$ cat src/rtl/fetch_sequencer.sv
// Fetch controller: sequences the PC through BOOT/FETCH/DELIVER/ERR, issues imem requests and hands instructions to decode.
// Latency: 2 cycles per instruction with imem_ready high; stall holds the delivered instruction, redirects kill in-flight fetches.
module fetch_sequencer #(
   parameter logic [31:0] RESET_VECTOR = 32'h0000_0000,
   parameter int          BOOT_DELAY   = 4
) (
   input  logic        clk,
   input  logic        reset,
   output logic        imem_req,
   output logic [31:0] imem_addr,
   input  logic        imem_ready,
   input  logic [31:0] imem_rdata,
   input  logic        stall,
   input  logic        redirect_valid,
   input  logic [31:0] redirect_target,
   output logic        instr_valid,
   output logic [31:0] instr,
   output logic [31:0] instr_pc,
   output logic [31:0] pc_next,
   output logic        misaligned_err
);

   localparam int CW = (BOOT_DELAY > 0) ? $clog2(BOOT_DELAY + 1) : 1;

   typedef enum logic [1:0] {BOOT, FETCH, DELIVER, ERR} state_t;

   state_t        state;
   logic [CW-1:0] boot_cnt;
   logic [31:0]   pc;
   logic [31:0]   kill_target;
   logic          kill;
   logic          redirect_bad;

   assign redirect_bad = redirect_valid && (redirect_target[1:0] != 2'b00);
   assign imem_addr    = imem_req ? pc : 32'h0000_0000;

   // pc_next is exactly the value pc loads at the next edge, so pc simply follows it.
   always_comb begin
      pc_next = pc;
      if (reset) begin
         pc_next = RESET_VECTOR;
      end else begin
         case (state)
            FETCH: begin
               if (redirect_valid) begin
                  if (!redirect_bad && imem_ready) pc_next = redirect_target;
               end else if (imem_ready && kill) begin
                  pc_next = kill_target;
               end
            end
            DELIVER: begin
               if (redirect_valid) begin
                  if (!redirect_bad) pc_next = redirect_target;
               end else if (!stall) begin
                  pc_next = pc + 32'd4;
               end
            end
            default: ;
         endcase
      end
   end

   always_ff @(posedge clk) begin
      if (reset) begin
         state          <= BOOT;
         boot_cnt       <= CW'(BOOT_DELAY);
         pc             <= RESET_VECTOR;
         kill           <= 1'b0;
         kill_target    <= 32'h0000_0000;
         instr          <= 32'h0000_0000;
         instr_pc       <= 32'h0000_0000;
         imem_req       <= 1'b0;
         instr_valid    <= 1'b0;
         misaligned_err <= 1'b0;
      end else begin
         pc <= pc_next;
         case (state)
            BOOT: begin
               if (boot_cnt == '0) begin
                  state    <= FETCH;
                  imem_req <= 1'b1;
               end else begin
                  boot_cnt <= boot_cnt - CW'(1);
               end
            end
            FETCH: begin
               if (redirect_bad) begin
                  state          <= ERR;
                  imem_req       <= 1'b0;
                  misaligned_err <= 1'b1;
                  kill           <= 1'b0;
               end else if (redirect_valid) begin
                  // Memory not ready: the request must stay up, so remember the target and drop the data later.
                  if (imem_ready) begin
                     kill <= 1'b0;
                  end else begin
                     kill        <= 1'b1;
                     kill_target <= redirect_target;
                  end
               end else if (imem_ready) begin
                  if (kill) begin
                     kill <= 1'b0;
                  end else begin
                     instr       <= imem_rdata;
                     instr_pc    <= pc;
                     state       <= DELIVER;
                     imem_req    <= 1'b0;
                     instr_valid <= 1'b1;
                  end
               end
            end
            DELIVER: begin
               if (redirect_bad) begin
                  state          <= ERR;
                  instr_valid    <= 1'b0;
                  misaligned_err <= 1'b1;
               end else if (redirect_valid || !stall) begin
                  state       <= FETCH;
                  instr_valid <= 1'b0;
                  imem_req    <= 1'b1;
               end
            end
            default: ;
         endcase
      end
   end

endmodule

$ cat config.mk
export PLATFORM = sky130hd
export DESIGN_NAME = fetch_sequencer
export DESIGN_NICKNAME = d
export VERILOG_FILES = /design/src/rtl/fetch_sequencer.sv
export SDC_FILE = /design/constraint.sdc
export NUM_CORES = 1
export LEC_CHECK = 0
export CELL_PAD_IN_SITES_DETAIL_PLACEMENT = 0
export CELL_PAD_IN_SITES_GLOBAL_PLACEMENT = 2
export CORE_MARGIN = 2
export CORE_UTILIZATION = 24
export DETAILED_ROUTE_END_ITERATION = 12
export GPL_TIMING_DRIVEN = 0
export HOLD_SLACK_MARGIN = 0.02
export PLACE_DENSITY_LB_ADDON = 0.1
export SLEW_MARGIN = 20
export SYNTH_ARGS = -nofsm -noshare
export SYNTH_HDL_FRONTEND = slang
export SYNTH_SLANG_ARGS = --single-unit
$ cat constraint.sdc
create_clock -name clk -period 2.65 [get_ports clk]
set_input_delay 0.53 -clock clk [delete_from_list [all_inputs] [get_ports clk]]
set_output_delay 0.53 -clock clk [all_outputs]
set_load 0.01 [all_outputs]
Word-level counts from Yosys, hierarchy flattened
Index checks and enable logic that the tools add are counted.
- $add $sub $neg: 2
- equality and inequality tests: 13
- mux-type cells: 36
- bitwise operators: 5
- reductions and logical operators: 21
- operators with widths (operator ; count):
    $mux 32 ; 8
    $pmux 32 s2 ; 1
    $add 32x3->32 const B ; 1
    $mux 1 ; 17
    $mux 2 ; 7
    $ne 2x2->1 const B ; 7
    $ne 3x3->1 const B ; 4
    $reduce_and 6->1 ; 2
    $reduce_and 7->1 ; 1
    $pmux 2 s3 ; 1
    $reduce_and 2->1 ; 3
    $reduce_bool 3->1 ; 2
    $not 1->1 ; 5
    $reduce_and 5->1 ; 1
    $reduce_and 4->1 ; 1
    $reduce_bool 2->1 ; 2
    $logic_and 1x1->1 ; 3
    $logic_not 3->1 ; 1
    $pmux 1 s3 ; 1
    $sub 3x1->3 const B ; 1
    $eq 2x1->1 const B ; 1
    $eq 2x2->1 const B ; 1
    $logic_not 1->1 ; 2
    $logic_not 2->1 ; 1
    3 further kinds ; 3
- register bits: 137
- input port bits: 69
- word-level logic and storage cells: 87

Logic depth before layout (Yosys ltp)
Gate-level depths: netlist of the first run.
- depth in word-level cells: 8
- depth in mapped cells: 9

Worst setup path before layout of the first run
OpenSTA, ideal clock, no wires.
- path type: input to output
- from: in stall
- to: out pc_next[18]
- arrival time: 2.395 ns
- required time: 2.120 ns
- setup slack: -0.275 ns
- stages: 6
- buffers on the path: 1
- cells stage by stage: nand2b_1 > or4_4 > buf_6 > o31a_1 > o32a_1 > a211oi_1
- cells in the longest elaborated chain, start to end: 4
- RTL lines (element ; RTL line ; RTL):
    from (decl) ; 13 ; input logic stall,
    $mux 32 ; 54 ; end else if (!stall) begin
    $mux 32 ; 52 ; if (redirect_valid) begin
    $pmux 32 s2 ; 43 ; case (state)
    $mux 32 ; 40 ; if (reset) begin
    to (decl) ; 19 ; output logic [31:0] pc_next,
Every way passes these cells.

Worst setup path in the final report of the first run
- from: reg pc[5]
- to: out pc_next[18]
- cells in the longest elaborated chain, start to end: 5
- RTL lines (element ; RTL line ; RTL):
    from (decl) ; 29 ; logic [31:0] pc;
    from (signal assigned) ; 76 ; pc <= pc_next;
    $add 32x3->32 ; 55 ; pc_next = pc + 32'd4;
    $mux 32 ; 54 ;
    $mux 32 ; 52 ;
    $pmux 32 s2 ; 43 ;
    $mux 32 ; 40 ;
Every way passes these cells.

==> flow_metrics.env, run 1 <==
export IMPL_hold_viol=0
export IMPL_dp_hpwl_um=26000
export IMPL_viasPerCell=5.27
export IMPL_clkTransAtPathRegs_ps=70
export IMPL_numPortBuffers=199
export IMPL_drt_iter0_drc=681
export IMPL_cp_arrival_ps=2680
export IMPL_synth_most_common_cell="nand2_1"
export IMPL_p_per_area_nw_per_um2=611
export IMPL_final_cell_count_no_fill=1741
export IMPL_cp_max_fo=6
export IMPL_fin_area_um2=13100
export IMPL_grt_remaining_overflow=0
export IMPL_h_tree_depth=4
export IMPL_drv_cap=0
export IMPL_die_h_um=179
export IMPL_muxShareOfSynthArea_pct=1.81
export IMPL_fmax_ghz=0.312
export IMPL_r2r_end="pc[2]$_SDFF_PP0_"
export IMPL_placed_area_um2=9850
export IMPL_synth_compound_gate_area_share_pct=27.4
export IMPL_vias=9175
export IMPL_grt_first_pass_wirelength_um=55600
export IMPL_tns_ps=-8020
export IMPL_rr_worst_depth=17
export IMPL_routed_wl_um=39300
export IMPL_worstHoldStart="instr[27]$_SDFFE_PP0P_"
export IMPL_synth_top_family_by_area="compound AO/OA/AOI/OAI gates"
export IMPL_synth_warnings=0
export IMPL_yosys_area_share_simple_pct=26.3
export IMPL_hold_depth=2
export IMPL_postLayoutCoreUtil_pct=43.9
export IMPL_setup_viol=31
export IMPL_grt_pass1_vias=8583
export IMPL_endpoint_kind="primary output"
export IMPL_num_fill_cells=3015
export IMPL_ys_types=68
export IMPL_grt_setup_unrepaired="yes"
export IMPL_synth_area_um2=7320
export IMPL_worst_pin_slew_ps=856
export IMPL_diodes=0
export IMPL_synth_xor_area_share_pct=0.359
export IMPL_cts_buffers=17
export IMPL_skew_ps=13.9
export IMPL_grt_start_max_net_pins=17
export IMPL_root_buffer="clkbuf_16"
export IMPL_num_nets_final=1414
export IMPL_drc=0
export IMPL_synth_top_area_share_pct=37.5
export IMPL_ys_top_cells_by_area="dfxtp_1 37%, nand2_1 11%, a21oi_1 8.9%, clkbuf_1 4.0%, o21ai_0 3.3%"
export IMPL_synth_edf_count=0
export IMPL_dp_cells=1572
export IMPL_setup_slack_ps=-555
export IMPL_power_leakage_nw=4.72
export IMPL_antenna_found_initial=0
export IMPL_rrSetupSlack_ps=20
export IMPL_clock_sinks=137
export IMPL_start_util_pct=24.5
export IMPL_firstDrtPassIters=5
export IMPL_dominantRegCellSynth="dfxtp_1"
export IMPL_ir_worst_vdd_v=0.000445
export IMPL_synth_seq_cells=137
export IMPL_ios=200
export IMPL_startpoint_type="register"
export IMPL_core_area_um2=29900
export IMPL_fp_dieW_um=179
export IMPL_synth_top_cells_by_count="219 x nand2_1, 137 x dfxtp_1, 130 x a21oi_1, 78 x clkbuf_1, 49 x o21ai_0"
export IMPL_min_to="instr[27]$_SDFFE_PP0P_"
export IMPL_synth_fp_nets=1059
export IMPL_multi_input_area_um2=5130
export IMPL_required_ps=2120
export IMPL_avgRoutedWirePerCell_um=22.5
export IMPL_path_class="register to primary output"
export IMPL_syn_to_final_growth_pct=79.0
export IMPL_relSlewSlack_pct=43.0
export IMPL_status="finished, violations left"
export IMPL_fin_crit_sh_pct=121
export IMPL_synth_adder_area_share_pct=1.20
export IMPL_slew_violations=0
export IMPL_synthCells=983
export IMPL_drtAntennaViolNets=0
export IMPL_clock_latency_ps=430
export IMPL_reg2reg_from="state[0]$_SDFFE_PP0P_"
export IMPL_max_clock_path_buffers=2
export IMPL_fin_crit_ps=3210
export IMPL_seq_area_um2=2820
export IMPL_holdBufCountCts=0
export IMPL_ys_seq_area_share_pct=37.5
export IMPL_syn_avg_cell_area_um2=7.45
export IMPL_finalPower_mw=8.01
export IMPL_grt_usage_pct=23.8
export IMPL_layout_drive_gt1_share_pct=31.8
export IMPL_dp_slack_ps=-2200
export IMPL_hp_class="register to register"
export IMPL_dieArea_um2=31900
export IMPL_violations="setup timing"
export IMPL_async_flop_share_pct=0
export IMPL_yosysTopAreaCell="dfxtp_1"
export IMPL_cts_tree="yes"
export IMPL_routabilityCongestion=0.830
export IMPL_fp_row_count=63
export IMPL_fin_hold_ws_ps=452
-- how the worst max path moves through the flow --
stage / start / end / depth (start not counted)
2_1_floorplan: stall / pc_next[18] / 6
4_1_cts: pc[4]$_SDFF_PP0_ / pc_next[18] / 7
3_5_place_dp: redirect_valid / pc_next[14] / 9
6_report: pc[5]$_SDFF_PP0_ / pc_next[18] / 6
3_3_place_gp: redirect_valid / pc_next[14] / 9
5_1_grt: pc[5]$_SDFF_PP0_ / pc_next[18] / 6
-- kinds of logic after synthesis --
| group | after synthesis |
|---|---|
| compound gates | 311 |
| simple gates | 408 |
| fa+ha+maj | 7 |
| buf+inv | 104 |
| flops | 137 |
| xor+xnor | 3 |
| mux | 13 |
-- layout by cell type (no fill, tap or decap), types with 6 or more instances in the layout --
master	count
buf_6	36
buf_12	6
buf_4	104
clkbuf_1	30
nand2_1	210
a21oi_2	9
nor2_1	37
nand2b_1	8
nor3_1	10
dfxtp_4	17
clkbuf_2	6
buf_8	9
o221a_2	8
inv_1	9
o21ai_2	10
dfxtp_2	9
clkdlybuf4s50_1	160
and2_1	34
mux2i_1	11
o221ai_1	12
o22ai_1	9
nor2_4	7
a21oi_1	119
nand3_1	10
buf_2	35
dfxtp_1	111
o21ai_0	29
clkbuf_8	15
nor4_4	7
o21ai_1	8
a211oi_1	9
nand4_1	12
clkbuf_16	31
-- final cells by class --
| class | instances | share of cell area, % |
|---|---|---|
| multi-input cells | 743 | 39.1 |
| repair buffers | 351 | 24.6 |
| flip-flops and latches | 137 | 21.5 |
| plain buffers | 76 | 5.88 |
| well taps | 390 | 3.72 |
| clock buffers | 18 | 3.27 |
| clock inverters | 14 | 1.43 |
| inverters | 12 | 0.411 |
-- power by group --
part | internal [mW] | switching, mW | leakage [nW]
combinational | 1.46 | 1.61 | 3.31
sequential | 2.18 | 0.147 | 1.12
clock | 1.51 | 1.10 | 0.292
-- worst max-delay path: stages (launching register included) --
cell,delay (ps)
dfxtp_4,390
nand4_4,160
or4_4,590
o31a_1,300
o32a_1,360
a211oi_2,270
buf_2,180
-- registers in the layout, summed over array words and instances (netlist names) --
name,flops
instr_pc,32
kill_target,32
instr,32
kill,1
pc,32
boot_cnt,3
imem_req,1
instr_valid,1
state,2
misaligned_err,1
-- per-layer routing --
metal  share of wire, %  GRT usage, %
met5                  0             0
met4                3.1          8.50
met3                6.5          3.84
met2                 46          38.3
met1                 45          32.2
-- what timing repair did --
action,in CTS,in global routing
gates cloned,5,1
setup buffers,100,53
resized for setup,475,109
endpoints found under the setup margin,117,59
pin swaps,67,70
(Power assumes the default switching activity.)
==> run 2, diff against run 1 <==
- ABC_AREA: not set -> 1
- CORE_UTILIZATION: 24 -> 26
- SKIP_LAST_GASP: not set -> 1
- clock period: 2.65 -> 3 ns (I/O delays scaled with it)
==> run 2 against run 1 <==
The flow now finishes without violations. Critical path depth is 4 higher. Setup slack improved by 590 ps. Sequential cell count did not move. Cell count grew 6.2%. Count of clock-buffer cells in the layout fell by 1. Synthesized area increased by 5.9%. Sequential share of layout area is 2.9 points higher. Combinational power up 54%. Clock power is 7% lower. Non-clock buffer count decreased by 124. First-iteration DRC count shrank 2.8%. Critical endpoint is now pc_next[7]. Global-route usage shrank 0.61 points.
==> flow_metrics.env, run 2 <==
export IMPL_h_tree_depth=4
export IMPL_synth_warnings=0
export IMPL_path_class="register to primary output"
export IMPL_synth_compound_gate_area_share_pct=28.6
export IMPL_synth_area_um2=7750
export IMPL_critical_path_startpoint="state[0]$_SDFFE_PP0P_"
export IMPL_vias=9180
export IMPL_synth_top_area_share_pct=35.4
export IMPL_slew_violations=0
export IMPL_status="finished, final reports clean"
export IMPL_cts_buffers=17
export IMPL_drtAntennaViolNets=0
export IMPL_start_util_pct=26.3
export IMPL_synth_xor_area_share_pct=0.678
export IMPL_muxShareOfSynthArea_pct=0
export IMPL_worstHoldStart="kill_target[1]$_SDFFE_PP0P_"
export IMPL_clock_latency_ps=440
export IMPL_fin_crit_ps=2970
export IMPL_dp_hpwl_um=26400
export IMPL_cp_max_fo=6
export IMPL_cts_tree="yes"
export IMPL_final_cell_mix="193 x o21ai_0, 182 x nand2_1, 162 x clkdlybuf4s50_1"
export IMPL_clkTransAtPathRegs_ps=70
export IMPL_root_buffer="clkbuf_16"
export IMPL_relSlewSlack_pct=49.8
export IMPL_slowest_stage="dfxtp_2"
export IMPL_antenna_found_initial=0
export IMPL_placed_area_um2=10200
export IMPL_finalPower_mw=9.73
export IMPL_final_common_cell="o21ai_0"
export IMPL_dp_slack_ps=-1080
export IMPL_multi_input_area_um2=4370
export IMPL_fin_crit_sh_pct=99.0
export IMPL_ios=200
export IMPL_fp_row_count=63
export IMPL_grt_setup_unrepaired="yes"
export IMPL_synth_top_cells_by_count="204 x o21ai_0, 184 x nand2_1, 171 x a21oi_1, 158 x nor2_1, 137 x dfxtp_1"
export IMPL_worst_pin_slew_ps=753
export IMPL_hold_viol=0
export IMPL_synth_fp_nets=1281
export IMPL_setup_viol=0
export IMPL_endpoint_kind="primary output"
export IMPL_ys_types=33
export IMPL_firstDrtPassIters=5
export IMPL_tns_ps=0
export IMPL_num_fill_cells=3261
export IMPL_reg2reg_from="state[1]$_SDFFE_PP0P_"
export IMPL_hp_class="register to register"
export IMPL_skew_ps=16.5
export IMPL_required_ps=2400
export IMPL_yosysTopAreaCell="dfxtp_1"
export IMPL_layout_drive_gt1_share_pct=15.4
export IMPL_synth_top_family_by_area="compound AO/OA/AOI/OAI gates"
export IMPL_fin_area_um2=11300
export IMPL_grt_first_pass_wirelength_um=54000
export IMPL_ys_top_cells_by_area="dfxtp_1 35%, o21ai_0 13%, a21oi_1 11%, nand2_1 8.9%, nor2_1 7.6%"
export IMPL_seq_area_um2=2770
export IMPL_max_stage_delay_ps=360
export IMPL_cp_arrival_ps=2370
export IMPL_synth_seq_cells=137
export IMPL_fin_hold_ws_ps=454
export IMPL_core_area_um2=29500
export IMPL_synth_most_common_cell="o21ai_0"
export IMPL_drc=0
export IMPL_grt_start_max_net_pins=17
export IMPL_drv_cap=0
export IMPL_syn_to_final_growth_pct=46.2
export IMPL_fmax_ghz=0.337
export IMPL_fp_dieW_um=177
export IMPL_dominantRegCellSynth="dfxtp_1"
export IMPL_die_h_um=177
export IMPL_dp_cells=1794
export IMPL_ys_seq_area_share_pct=35.4
export IMPL_power_leakage_nw=4.75
export IMPL_grt_usage_pct=23.2
export IMPL_routabilityCongestion=0.851
export IMPL_yosys_area_share_simple_pct=24.0
export IMPL_ir_worst_vdd_v=0.000378
export IMPL_syn_avg_cell_area_um2=6.44
export IMPL_num_nets_final=1522
export IMPL_dieArea_um2=31200
export IMPL_setup_slack_ps=29.7
export IMPL_clock_sinks=137
export IMPL_synthCells=1205
export IMPL_holdBufCountCts=0
export IMPL_drt_iter0_drc=662
export IMPL_p_per_area_nw_per_um2=858
export IMPL_final_cell_count_no_fill=1849
export IMPL_async_flop_share_pct=0
export IMPL_path_cells="inv_1 -> ha_1 -> buf_6 -> inv_2 -> nor2_4 -> clkinvlp_4 -> buf_4 -> o21ai_2 -> a21oi_1 -> clkdlybuf4s15_1"
export IMPL_max_clock_path_buffers=2
export IMPL_routed_wl_um=36700
export IMPL_viasPerCell=4.96
export IMPL_grt_remaining_overflow=0
export IMPL_numPortBuffers=199
export IMPL_synth_adder_area_share_pct=1.13
export IMPL_postLayoutCoreUtil_pct=38.5
export IMPL_diodes=0
export IMPL_startpoint_type="register"
export IMPL_synth_edf_count=0
export IMPL_grt_pass1_vias=8592
export IMPL_avgRoutedWirePerCell_um=19.8
## run 2: cell types whose count changed in the layout (fill, tap and decap cells not counted), moves of 16 or more
cell,change
nand2_1,-28
inv_1,+89
buf_4,-73
a21oi_1,+37
clkbuf_2,+16
nand3_1,+42
o21ai_1,+16
nor2_1,+115
o21ai_0,+164
buf_6,-30
and2_1,-34
## run 2: timing repair
item                       CTS  global route
resized for setup          165            69
pin swaps                   17            13
setup endpoints to repair   32            52
setup buffers               14             9
## run 2: cells by family after synthesis
group | after synthesis
compound gates | 424
xor+xnor | 6
fa+ha+maj | 7
buf+inv | 192
flops | 137
simple gates | 439
## run 2: layout make-up
cell class | count | area share [%]
Buffer | 81 | 4.58
Clock buffer | 17 | 3.75
Clock inverter | 15 | 1.99
Inverter | 111 | 3.80
Multi-Input combinational cell | 876 | 38.5
Sequential cell | 137 | 24.4
Tap cell | 390 | 4.30
Timing Repair Buffer | 222 | 18.7
## run 2: path summary, 6_finish.rpt
check	slack, ps	endpoint	depth (start not counted)
hold / removal	450	kill_target[1]$_SDFFE_PP0P_	2
setup / recovery	30	pc_next[7]	10
hold reg to reg	450	kill_target[1]$_SDFFE_PP0P_	2
setup reg to reg	780	kill_target[25]$_SDFFE_PP0P_	9
## run 2: worst max-delay path, delay by kind of cell (launching register included)
kind | cells | cell delay (ps)
adder cells (fa/ha/maj) | 1 | 290
AO/OA/AOI/OAI | 2 | 230
flip-flops | 1 | 360
buffers and inverters | 6 | 880
AND/OR/NAND/NOR | 1 | 180
## run 2: metal layers
| metal | global-route usage (%) | wire length (um) | up-vias |
|---|---|---|---|
| met4 | 5.72 | 568 | 0 |
| met5 | 0 | 0 | - |
| met3 | 3.76 | 2230 | 34 |
| met2 | 38.4 | 17100 | 336 |
| li1 | - | - | 4511 |
| met1 | 31.4 | 16800 | 4299 |
## run 2: report_power, final
| part | switching (mW) | internal [mW] |
|---|---|---|
| logic | 2.97 | 1.77 |
| registers | 0.382 | 2.19 |
| clock network | 1.05 | 1.37 |
